==> config.mk <==
export PLATFORM = sky130hd
export DESIGN_NAME = car_step_controller
export DESIGN_NICKNAME = d
export VERILOG_FILES = /design/src/rtl/car_step_controller.sv
export SDC_FILE = /design/constraint.sdc
export NUM_CORES = 1
export LEC_CHECK = 0
export ABC_AREA = 0
export CORE_ASPECT_RATIO = 0.5
export CORE_UTILIZATION = 41
export DETAILED_ROUTE_END_ITERATION = 8
export MAX_ROUTING_LAYER = met4
export PLACE_DENSITY = 0.81
export SETUP_SLACK_MARGIN = 0.15
export SLEW_MARGIN = 20
export SYNTH_ARGS = -nofsm -noshare
export SYNTH_HDL_FRONTEND = slang
export SYNTH_SLANG_ARGS = --single-unit
==> constraint.sdc <==
create_clock -name clk_in -period 2.1 [get_ports clk_in]
set_input_delay 0.42 -clock clk_in [delete_from_list [all_inputs] [get_ports clk_in]]
set_output_delay 0.42 -clock clk_in [all_outputs]
set_load 0.01 [all_outputs]
==> src/rtl/car_step_controller.sv <==
// car_step_controller: per-frame collision handshake initiator owning car position and velocity.
module car_step_controller #(
  parameter int POSITION_SIZE = 8,
  parameter int GRAVITY = 1,
  parameter int MAX_SPEED = 16,
  parameter int TIMEOUT_CYCLES = 1024
) (
  input  logic                     clk_in,
  input  logic                     rst_in,
  input  logic                     frame_in,
  input  logic                     init_valid_in,
  input  logic [POSITION_SIZE-1:0] init_x_in,
  input  logic [POSITION_SIZE-1:0] init_y_in,
  input  logic [POSITION_SIZE-1:0] init_dx_in,
  input  logic [POSITION_SIZE-1:0] init_dy_in,
  output logic                     begin_out,
  output logic [POSITION_SIZE-1:0] pos_x_out,
  output logic [POSITION_SIZE-1:0] pos_y_out,
  output logic [POSITION_SIZE-1:0] dx_out,
  output logic [POSITION_SIZE-1:0] dy_out,
  input  logic                     result_in,
  input  logic [POSITION_SIZE-1:0] x_new_in,
  input  logic [POSITION_SIZE-1:0] y_new_in,
  output logic [POSITION_SIZE-1:0] car_x_out,
  output logic [POSITION_SIZE-1:0] car_y_out,
  output logic [POSITION_SIZE-1:0] car_dx_out,
  output logic [POSITION_SIZE-1:0] car_dy_out,
  output logic                     busy_out,
  output logic                     step_done_out,
  output logic                     timeout_out,
  output logic                     frame_miss_out,
  output logic [15:0]              step_count_out
);
  localparam int P = POSITION_SIZE;
  localparam int CW = TIMEOUT_CYCLES > 1 ? $clog2(TIMEOUT_CYCLES) : 1;
  localparam logic [CW-1:0] LAST = CW'(TIMEOUT_CYCLES - 1);
  localparam logic signed [P:0] SMAX = (P+1)'(MAX_SPEED);
  localparam logic signed [P:0] NMAX = -SMAX;
  localparam logic signed [P:0] GRAV = (P+1)'(GRAVITY);
  typedef enum logic [1:0] {IDLE, LAUNCH, WAIT, UPDATE} state_t;
  state_t r_state;
  logic [P-1:0] r_pos_x, r_pos_y, r_dx, r_dy;
  logic [P-1:0] r_car_x, r_car_y, r_car_dx, r_car_dy;
  logic [CW-1:0] r_cnt;
  logic [15:0] r_count;
  logic r_begin, r_busy, r_done, r_timeout, r_miss, r_res_d;
  logic w_accept;
  logic signed [P:0] w_dy_sum;
  logic [P-1:0] w_dy_next;
  // Gravity is added one bit wider so the clamp sees the true sum before wrap.
  assign w_dy_sum = $signed({r_car_dy[P-1], r_car_dy}) + GRAV;
  assign w_dy_next = w_dy_sum > SMAX ? SMAX[P-1:0] : w_dy_sum < NMAX ? NMAX[P-1:0] : w_dy_sum[P-1:0];
  assign w_accept = (r_state == WAIT) && result_in && !r_res_d;
  always_ff @(posedge clk_in) begin
    if (rst_in) begin
      r_state <= IDLE;
      {r_pos_x, r_pos_y, r_dx, r_dy} <= '0;
      {r_car_x, r_car_y, r_car_dx, r_car_dy} <= '0;
      r_cnt <= '0;
      r_count <= '0;
      {r_begin, r_busy, r_done, r_timeout, r_miss, r_res_d} <= '0;
    end else begin
      r_res_d <= result_in;
      r_done <= 1'b0;
      r_timeout <= 1'b0;
      r_miss <= 1'b0;
      if (init_valid_in) begin
        {r_car_x, r_car_y, r_car_dx, r_car_dy} <= {init_x_in, init_y_in, init_dx_in, init_dy_in};
        r_begin <= 1'b0;
        r_busy <= 1'b0;
        r_state <= IDLE;
      end else begin
        r_miss <= frame_in && r_state != IDLE;
        case (r_state)
          IDLE: if (frame_in) begin
            {r_pos_x, r_pos_y, r_dx, r_dy} <= {r_car_x, r_car_y, r_car_dx, r_car_dy};
            r_begin <= 1'b1;
            r_busy <= 1'b1;
            r_state <= LAUNCH;
          end
          LAUNCH: begin
            r_begin <= 1'b0;
            r_cnt <= '0;
            r_state <= WAIT;
          end
          WAIT: if (w_accept) begin
            r_car_x <= x_new_in;
            r_car_y <= y_new_in;
            r_state <= UPDATE;
          end else if (r_cnt == LAST) begin
            r_timeout <= 1'b1;
            r_busy <= 1'b0;
            r_state <= IDLE;
          end else begin
            r_cnt <= r_cnt + 1'b1;
          end
          UPDATE: begin
            r_car_dy <= w_dy_next;
            r_done <= 1'b1;
            r_count <= r_count + 16'd1;
            r_busy <= 1'b0;
            r_state <= IDLE;
          end
          default: r_state <= IDLE;
        endcase
      end
    end
  end
  assign begin_out = r_begin;
  assign pos_x_out = r_pos_x;
  assign pos_y_out = r_pos_y;
  assign dx_out = r_dx;
  assign dy_out = r_dy;
  assign car_x_out = r_car_x;
  assign car_y_out = r_car_y;
  assign car_dx_out = r_car_dx;
  assign car_dy_out = r_car_dy;
  assign busy_out = r_busy;
  assign step_done_out = r_done;
  assign timeout_out = r_timeout;
  assign frame_miss_out = r_miss;
  assign step_count_out = r_count;
endmodule

After elaboration in Yosys (flattened, before gate mapping)
Cells that the tools add are included.

Bits in registers: 98. Input bits: 53. Output and inout port bits: 85. Word-level logic and storage cells: 78.

Add/sub/neg operators: 3. Magnitude comparators: 2. Equal/unequal tests: 9. Muxes and demuxes: 24. Bitwise gates (word level): 2. Reductions and logical operators: 21.

Operator list (number): 8-bit 2-to-1 mux (10); 10-bit 2-to-1 mux (2); 10-bit one-hot mux with 2 select lines (1); 16-bit by 1-bit adder with 16-bit output (second input constant) (1); 2-bit nonzero test (6); 10-bit by 1-bit adder with 10-bit output (second input constant) (1); 10-bit equality test (second input constant) (1); 8-bit by 2-bit adder with 9-bit output (second input constant) (1); 9-bit by 6-bit > comparator with 1-bit output (second input constant) (1); 9-bit by 5-bit less-than comparator with 1-bit output (second input constant) (1); 2-bit one-hot mux with 4 select lines (1); 2-bit AND reduction (4); 4-bit AND reduction (2); 2-bit 2-to-1 mux (3); 2-bit inequality test (second input constant) (3); 1-bit 2-to-1 mux (5); 2-bit equality test (second input constant) (2); 4-bit OR reduction (1); 1-bit logical AND (3); 3-bit by 2-bit inequality test with 1-bit output (second input constant) (1); 1-bit one-hot mux with 3 select lines (1); 3-bit AND reduction (1); 3-bit nonzero test (1); 2-bit by 1-bit equality test with 1-bit output (second input constant) (1); other kinds (6) (7).

Logic depth before layout (Yosys ltp)
Gate-level depths: netlist of the first run.

Depth in word-level cells: 6. Mapped depth: 8. Gate-level depth less buffers: 7.

Least setup slack after synthesis of the first run
OpenSTA, ideal clock, no wires.

Path type: flip-flop to flip-flop. Start: reg r_car_dy[0] (netlist: car_dy_out[0]). End: reg r_car_dy[1] (netlist: car_dy_out[1]). Library setup time: 0.128 ns. Arrival: 1.987 ns. Required time: 1.972 ns. Path slack: -0.015 ns. Stages on the path, launching flop included: 8. Buffers on the path: 0. Clock period less this slack: 2.115 ns. Cell sequence: dfxtp_1 -> ha_1 -> and2_1 -> a21oi_1 -> a2111oi_0 -> o32ai_2 -> a222oi_1 -> nor2_1.

Word-level cells in the longest chain between the ends: 6. Elaborated cells on any way between the ends: 7. Classes of those cells: add/sub (1); order compare (2); mux (4).

Ends and longest elaborated chain: start, declared (RTL line 43) `logic [P-1:0] r_car_x, r_car_y, r_car_dx, r_car_dy;`; start signal, assigned (RTL line 68) `{r_car_x, r_car_y, r_car_dx, r_car_dy} <= {init_x_in, init_y_in, init_dx_in, init_dy_in};`; start signal, assigned (RTL line 98) `r_car_dy <= w_dy_next;`; 8-bit by 2-bit adder with 9-bit output (*) (RTL line 51) `assign w_dy_sum = $signed({r_car_dy[P-1], r_car_dy}) + GRAV;`; 9-bit by 5-bit less-than comparator with 1-bit output (RTL line 52) `assign w_dy_next = w_dy_sum > SMAX ? SMAX[P-1:0] : w_dy_sum < NMAX ? NMAX[P-1:0] : w_dy_sum[P-1:0];`; 8-bit 2-to-1 mux (RTL line 52); 8-bit 2-to-1 mux (*) (RTL line 52); 8-bit 2-to-1 mux (*) (RTL line 74) `case (r_state)`; 8-bit 2-to-1 mux (*) (RTL line 67) `if (init_valid_in) begin`.

Mark *: on every way between the ends. The rest lies on a longest branch, timed or not. The select of a mux whose other input is x is not followed. A chain may end at the register's enable or synchronous reset.

Worst setup path in the final report of the first run
Start: reg r_car_dy[1] (netlist: car_dy_out[1]). End: reg r_car_dy[3] (netlist: car_dy_out[3]).

Same word-level chain as after synthesis.

==> results of run 1 <==
[per-stage QoR]
step	hold slack [ps]	setup TNS [ps]	util	instances	total power, mW
floorplan	470.7	0	-	474	2.238
global placement	441.6	-289.7	0.5941	733	2.524
detailed placement	445.8	-636.6	0.5941	733	2.534
CTS	454.9	0	0.6255	749	4.148
global route	363.4	0	0.6378	752	4.288
finish	350.8	0	0.6378	752	4.129
[metal layers]
layer / up-vias / track usage
li1: 1901 / -
met1: 1876 / 0.2589
met2: 71 / 0.3548
met3: 14 / 0.04921
met4: 0 / 0.07565
met5: - / -
[cell type report]
| class | instances | area [µm²] | area share |
|---|---|---|---|
| well taps | 135 | 168.9 | 0.02758 |
| clock inverters | 7 | 68.82 | 0.01124 |
| repair buffers | 159 | 1554 | 0.2537 |
| multi-input cells | 339 | 2118 | 0.3459 |
| clock buffers | 9 | 225.2 | 0.03677 |
| flip-flops and latches | 98 | 1971 | 0.3218 |
| inverters | 5 | 18.77 | 0.003064 |
[critical path, cell delays in order, from the launching register on]
cell and delay (ps):
dfxtp_4 370, ha_2 180, buf_4 160, xor2_2 150, nor4_2 190, o221ai_2 170
o32ai_4 210, buf_4 180, o21ai_1 60, a31oi_1 160
[placed cells by master (no fill, tap or decap), drive strengths merged, types with 3 or more instances in the layout]
master / instances
clkbuf: 9
and2: 3
a211oi: 17
nor2: 53
a21oi: 43
nand4: 6
nand3: 8
xnor2: 10
nor3: 10
mux2i: 26
xor2: 11
clkdlybuf4s50: 134
clkinv: 3
nand2: 85
nor2b: 8
nand2b: 4
dfxtp: 98
ha: 4
a22oi: 3
o21ai: 7
and3: 8
inv: 6
buf: 24
nor4: 4
[path summary, 6_finish.rpt]
path                      start       endpoint  slack, ps
hold / removal        result_in        r_res_d        350
setup reg to reg  car_dy_out[1]  car_dy_out[3]        190
hold reg to reg       dx_out[5]      dx_out[5]        450
setup / recovery  car_dy_out[1]  car_dy_out[3]        190
[sequential cells by signal, summed over array words and instances, names as in the netlist, 2 cells and up]
register	flops
r_cnt	10
car_y_out	8
pos_y_out	8
dy_out	8
car_dy_out	8
car_x_out	8
r_state	2
car_dx_out	8
pos_x_out	8
step_count_out	16
dx_out	8
[cell families (layout without fill, tap and decap cells)]
logic type,after synthesis,count (layout),synth area share
buf+inv,38,180,0.03877
simple gates,200,200,0.2293
xor+xnor,21,21,0.04453
compound gates,86,87,0.1345
fa+ha+maj,4,4,0.01212
mux,27,27,0.06574
flops,98,98,0.4750
[report_power, final]
| part | switching (mW) | internal [mW] |
|---|---|---|
| logic | 0.238 | 0.286 |
| registers | 0.0577 | 1.92 |
| clock network | 0.703 | 0.921 |
| total | 0.999 | 3.13 |
[repair_timing]
item	4_1_cts	5_1_grt
pin swaps	3	9
setup buffers	0	2
resized for setup	5	20
hold buffers	0	0
cloned	0	1
setup endpoints to repair	6	15
==> impl_metrics.py, run 1 <==
metrics = {
    "setup_path": {
        "cp-start-kind": "flip-flop",
        "critical_path_class": "flip-flop to flip-flop",
        "crit_required_ps": 2360,
        "arrival_ps": 2170,
        "rr_worst_depth": 9,
        "endpoint_kind": "flip-flop",
        "crit_fanout": 8,
    },
    "synthesis": {
        "yosys_warnings": 0,
        "ys_top_cells_by_count": "98 x dfxtp_1, 85 x nand2_1, 52 x nor2_1",
        "synth_top_cells_by_area": "dfxtp_1 48%, nand2_1 7.7%, mux2i_1 6.3%",
        "synth-seq-cells": 98,
        "synth_edf_count": 0,
        "synth_cells": 474,
        "synth_top_area_frac": 0.4750,
        "synth-async-reset-ratio": 0,
        "syn_area_um2": 4130,
        "yosys.cell_types.count": 52,
        "syn_nets": 531,
        "yosysMostFrequentCell": "dfxtp_1",
        "yosysTopAreaCell": "dfxtp_1",
        "synth.avg_cell_area_um2": 8.714,
        "ys_seq_area_frac": 0.4750,
        "synth_ff_type": "dfxtp_1",
    },
    "pwr": {
        "irDropWorstVdd_uv": 460.8,
        "p_leak_nw": 2.257,
        "powerDensity_nw_per_um2": 674.1,
    },
    "finish": {
        "fin_nets": 669,
        "fill_cells": 833,
        "num_antenna_cells": 0,
        "final_cell_area_um2": 6125,
        "syn_to_final_growth_pct": 48.29,
        "drive_gt1_frac": 0.1151,
    },
    "detailed_routing": {
        "highest_layer": "met4",
        "drtPass1Iterations": 5,
        "routedWlPerCell_um": 14.76,
        "drt-total-wl_um": 11100,
        "wl_met3_um": 341,
        "drt-met1-wl_um": 5085,
        "vias": 3862,
        "antenna_left": 0,
        "drc": 0,
        "drt_iter0_drc": 144,
        "via_per_inst": 5.136,
        "met2_wirelength_um": 5537,
    },
    "grt": {
        "overflow": 0,
        "grt_pass1_wl_um": 16930,
        "antenna_found_initial": 0,
        "grtUsageTotal": 0.2146,
        "grt_max_degree": 39,
        "first_global_vias": 3467,
    },
    "sta": {
        "relSlewSlack": 0.5968,
        "layout_min_cycle_time_ps": 1907,
        "hold_viol_final": 0,
        "setup_slack_ps": 192.7,
        "maxSlewViolCount": 0,
        "finClkSkew_ps": 7.721,
        "setup_viol": 0,
        "fin_crit_sh": 0.9082,
        "tightest_slew_ps": 603.6,
        "max_freq_mhz": 524.3,
        "rsz0062_at_grt": "yes",
    },
    "clock_network": {
        "clockBufferDepth": 2,
        "clk_pin_slew_ps": 70,
        "clk_latency_ps": 340,
        "cts_buffers": 9,
        "clockRootBuffer": "clkbuf_16",
        "htree_levels": 3,
        "cts_tree": "yes",
        "clock-sinks": 98,
    },
    "place": {
        "placed_area_um2": 5705,
        "io_buffers": 137,
        "preCtsSetupSlack_ps": -161.1,
        "dpl.hpwl_um": 7653,
        "gp_congestion": 0.8454,
    },
    "floorplanning": {
        "core_area_um2": 9603,
        "die_width_um": 143.9,
        "dieArea_um2": 10500,
        "num_io_pins": 138,
        "start_util": 0.4301,
        "rows": 25,
        "die_h_um": 72.97,
    },
    "min_path": {
        "whs_path_depth": 2,
        "min_path_type": "input port to flip-flop",
    },
    "outcome": {
        "outcome": "complete, no violations",
    },
    "flow_run": {
        "cap_violations": 0,
    },
}
(Power assumes the default switching activity.)
==> run 2: changes to the inputs <==
--- a/config.mk
+++ b/config.mk
@@ -7,10 +7,11 @@
 export LEC_CHECK = 0
 export ABC_AREA = 0
 export CORE_ASPECT_RATIO = 0.5
-export CORE_UTILIZATION = 41
+export CORE_UTILIZATION = 55
 export DETAILED_ROUTE_END_ITERATION = 8
+export DONT_BUFFER_PORTS = 1
 export MAX_ROUTING_LAYER = met4
-export PLACE_DENSITY = 0.81
+export PLACE_DENSITY = 0.78
 export SETUP_SLACK_MARGIN = 0.15
 export SLEW_MARGIN = 20
 export SYNTH_ARGS = -nofsm -noshare
==> run 2 against run 1 <==
Against the previous run:
- via count fell by 16%
- wire length fell by 19%
- first-iteration DRC count rose by 44%
- flip-flop and latch count did not move
- critical path type unchanged
==> impl_metrics.py, run 2 (synthesis gave the netlist of run 1 again) <==
metrics = {
    "place": {
        "dpl.hpwl_um": 6003,
        "io_buffers": 0,
        "gp_congestion": 0.8523,
    },
    "finish": {
        "num_antenna_cells": 0,
        "syn_to_final_growth_pct": 11.94,
        "drive_gt1_frac": 0.1128,
        "largest_reg_flops": 16,
        "fin_util": 0.6640,
        "layout_common_cells": "93 x dfxtp_1, 85 x nand2_1, 52 x nor2_1",
        "fin_nets": 522,
        "final_common_cell": "dfxtp_1",
    },
    "pwr": {
        "powerDensity_nw_per_um2": 872.0,
        "irDropWorstVdd_uv": 484.9,
        "p_leak_nw": 1.701,
    },
    "clock_network": {
        "cts_setup_buffers": 0,
        "cts_hold_buf": 0,
        "clk_latency_ps": 340,
        "clk_pin_slew_ps": 60,
        "cts_tree": "yes",
        "clockBufferDepth": 2,
        "clockRootBuffer": "clkbuf_16",
        "clock-sinks": 98,
        "cts_buffers": 9,
        "htree_levels": 3,
    },
    "detailed_routing": {
        "vias": 3241,
        "via_per_inst": 5.767,
        "routedWlPerCell_um": 15.94,
        "antenna_left": 0,
        "drt-total-wl_um": 8960,
        "drt_iter0_drc": 208,
        "drc": 0,
        "drtPass1Iterations": 5,
    },
    "setup_path": {
        "path_common_cell": "and3_1",
        "arrival_ps": 2130,
        "worstReg2RegEnd": "car_dy_out[4]",
        "endpoint_kind": "flip-flop",
        "worstSetupEndpoint": "car_dy_out[4]",
        "timing.rr.start": "car_dy_out[1]",
        "cp_slowest_cell": "dfxtp_2",
        "cp-start-kind": "flip-flop",
        "cp_cell_sequence": "buf_4 > and3_1 > a311oi_1 > o221ai_1 > o32ai_4 > nand4_1 > and3_1",
        "rr_worst_depth": 7,
        "startpoint": "car_dy_out[1]",
        "reg2reg_slack_ps": 200,
        "crit_fanout": 7,
        "cpPeakStageDelay_ps": 330,
        "crit_required_ps": 2330,
        "critical_path_class": "flip-flop to flip-flop",
    },
    "sta": {
        "layout_min_cycle_time_ps": 1898,
        "hold_slack_ps": 149.9,
        "rsz0062_at_grt": "yes",
        "hold_viol_final": 0,
        "tns_ps": 0,
        "setup_viol": 0,
        "finClkSkew_ps": 3.975,
        "fin_crit_sh": 0.9040,
        "tightest_slew_ps": 641.6,
        "max_freq_mhz": 526.8,
        "maxSlewViolCount": 0,
        "relSlewSlack": 0.5723,
    },
    "grt": {
        "antenna_found_initial": 0,
        "grt_pass1_wl_um": 14770,
        "grtUsageTotal": 0.2432,
        "grt_max_degree": 94,
        "overflow": 0,
        "first_global_vias": 3017,
    },
    "floorplanning": {
        "start_util": 0.5932,
        "die_width_um": 124.6,
        "rows": 21,
        "num_io_pins": 138,
        "core_area_um2": 6963,
        "dieArea_um2": 7881,
        "die_h_um": 63.28,
    },
    "min_path": {
        "min_path_type": "input port to flip-flop",
    },
    "outcome": {
        "outcome": "complete, no violations",
    },
    "flow_run": {
        "cap_violations": 0,
    },
}
-- run 2: changes by cell type in the layout (fill, tap and decap cells not counted), moves of 2 or more --
cell             change
buf_2                -2
buf_4                -9
clkbuf_8             +3
clkdlybuf4s50_1    -134
clkinv_2             -2
ha_2                 -2
-- run 2: layout make-up --
class	count	area (µm²)
multi-input cells	338	2068
clock inverters	4	72.57
fillers	573	2340
repair buffers	13	113.9
inverters	5	18.77
well taps	92	115.1
clock buffers	12	266.5
flip-flops and latches	98	1968
-- run 2: worst min-delay path by stage --
stage                     startpoint            end  depth (start not counted)
final                         rst_in        r_res_d                          1
after global routing          rst_in   pos_x_out[7]                          1
after CTS                     rst_in   pos_x_out[7]                          1
after detailed placement   dx_out[4]      dx_out[4]                          2
after global placement     dx_out[1]      dx_out[1]                          2
after floorplan           r_state[0]  step_done_out                          2
-- run 2: metrics by stage --
stage | setup slack (ps) | cell area [µm²] | total power [mW] | cells
2_1_floorplan | 157.4 | 4136 | 2.238 | 474
3_3_place_gp | 201.1 | 4225 | 2.255 | 546
3_5_place_dp | 137.6 | 4225 | 2.261 | 546
4_1_cts | 185.1 | 4578 | 4.058 | 562
5_1_grt | 124.2 | 4623 | 4.163 | 562
6_report | 201.7 | 4623 | 4.031 | 562
-- run 2: metal layers --
metal	wire [µm]	global-route usage	share of wire
met1	3751	0.2975	0.42
met2	4132	0.3791	0.46
met3	995	0.08411	0.11
met4	80	0.07530	0.0089
met5	0	-	0
-- run 2: power by group --
group / total [mW] / internal (mW) / switching, mW
sequential: 2.02 / 1.92 / 0.0909
clock: 1.81 / 1.14 / 0.667
combinational: 0.210 / 0.0960 / 0.114
total: 4.03 / 3.16 / 0.872
-- run 2: critical path: cells and delay by family, from the launching register on --
family | cells | cell delay (ps)
compound gates | 3 | 760
simple gates | 3 | 530
flops | 1 | 330
buf+inv | 1 | 170
-- run 2: repair_timing --
| item | 4_1_cts | 5_1_grt |
|---|---|---|
| endpoints found under the hold margin | 0 | 0 |
| pin swaps | 3 | 7 |
| resized for setup | 6 | 10 |
| setup endpoints to repair | 2 | 7 |
==> run 3: changes to the inputs <==
--- a/config.mk
+++ b/config.mk
@@ -8,6 +8,7 @@
 export ABC_AREA = 0
 export CORE_ASPECT_RATIO = 0.5
 export CORE_UTILIZATION = 55
+export CTS_CLUSTER_SIZE = 20
 export DETAILED_ROUTE_END_ITERATION = 8
 export DONT_BUFFER_PORTS = 1
 export MAX_ROUTING_LAYER = met4
==> results of run 3 <==
Same layout as run 2: the final DEF is identical, and so are final timing and power.
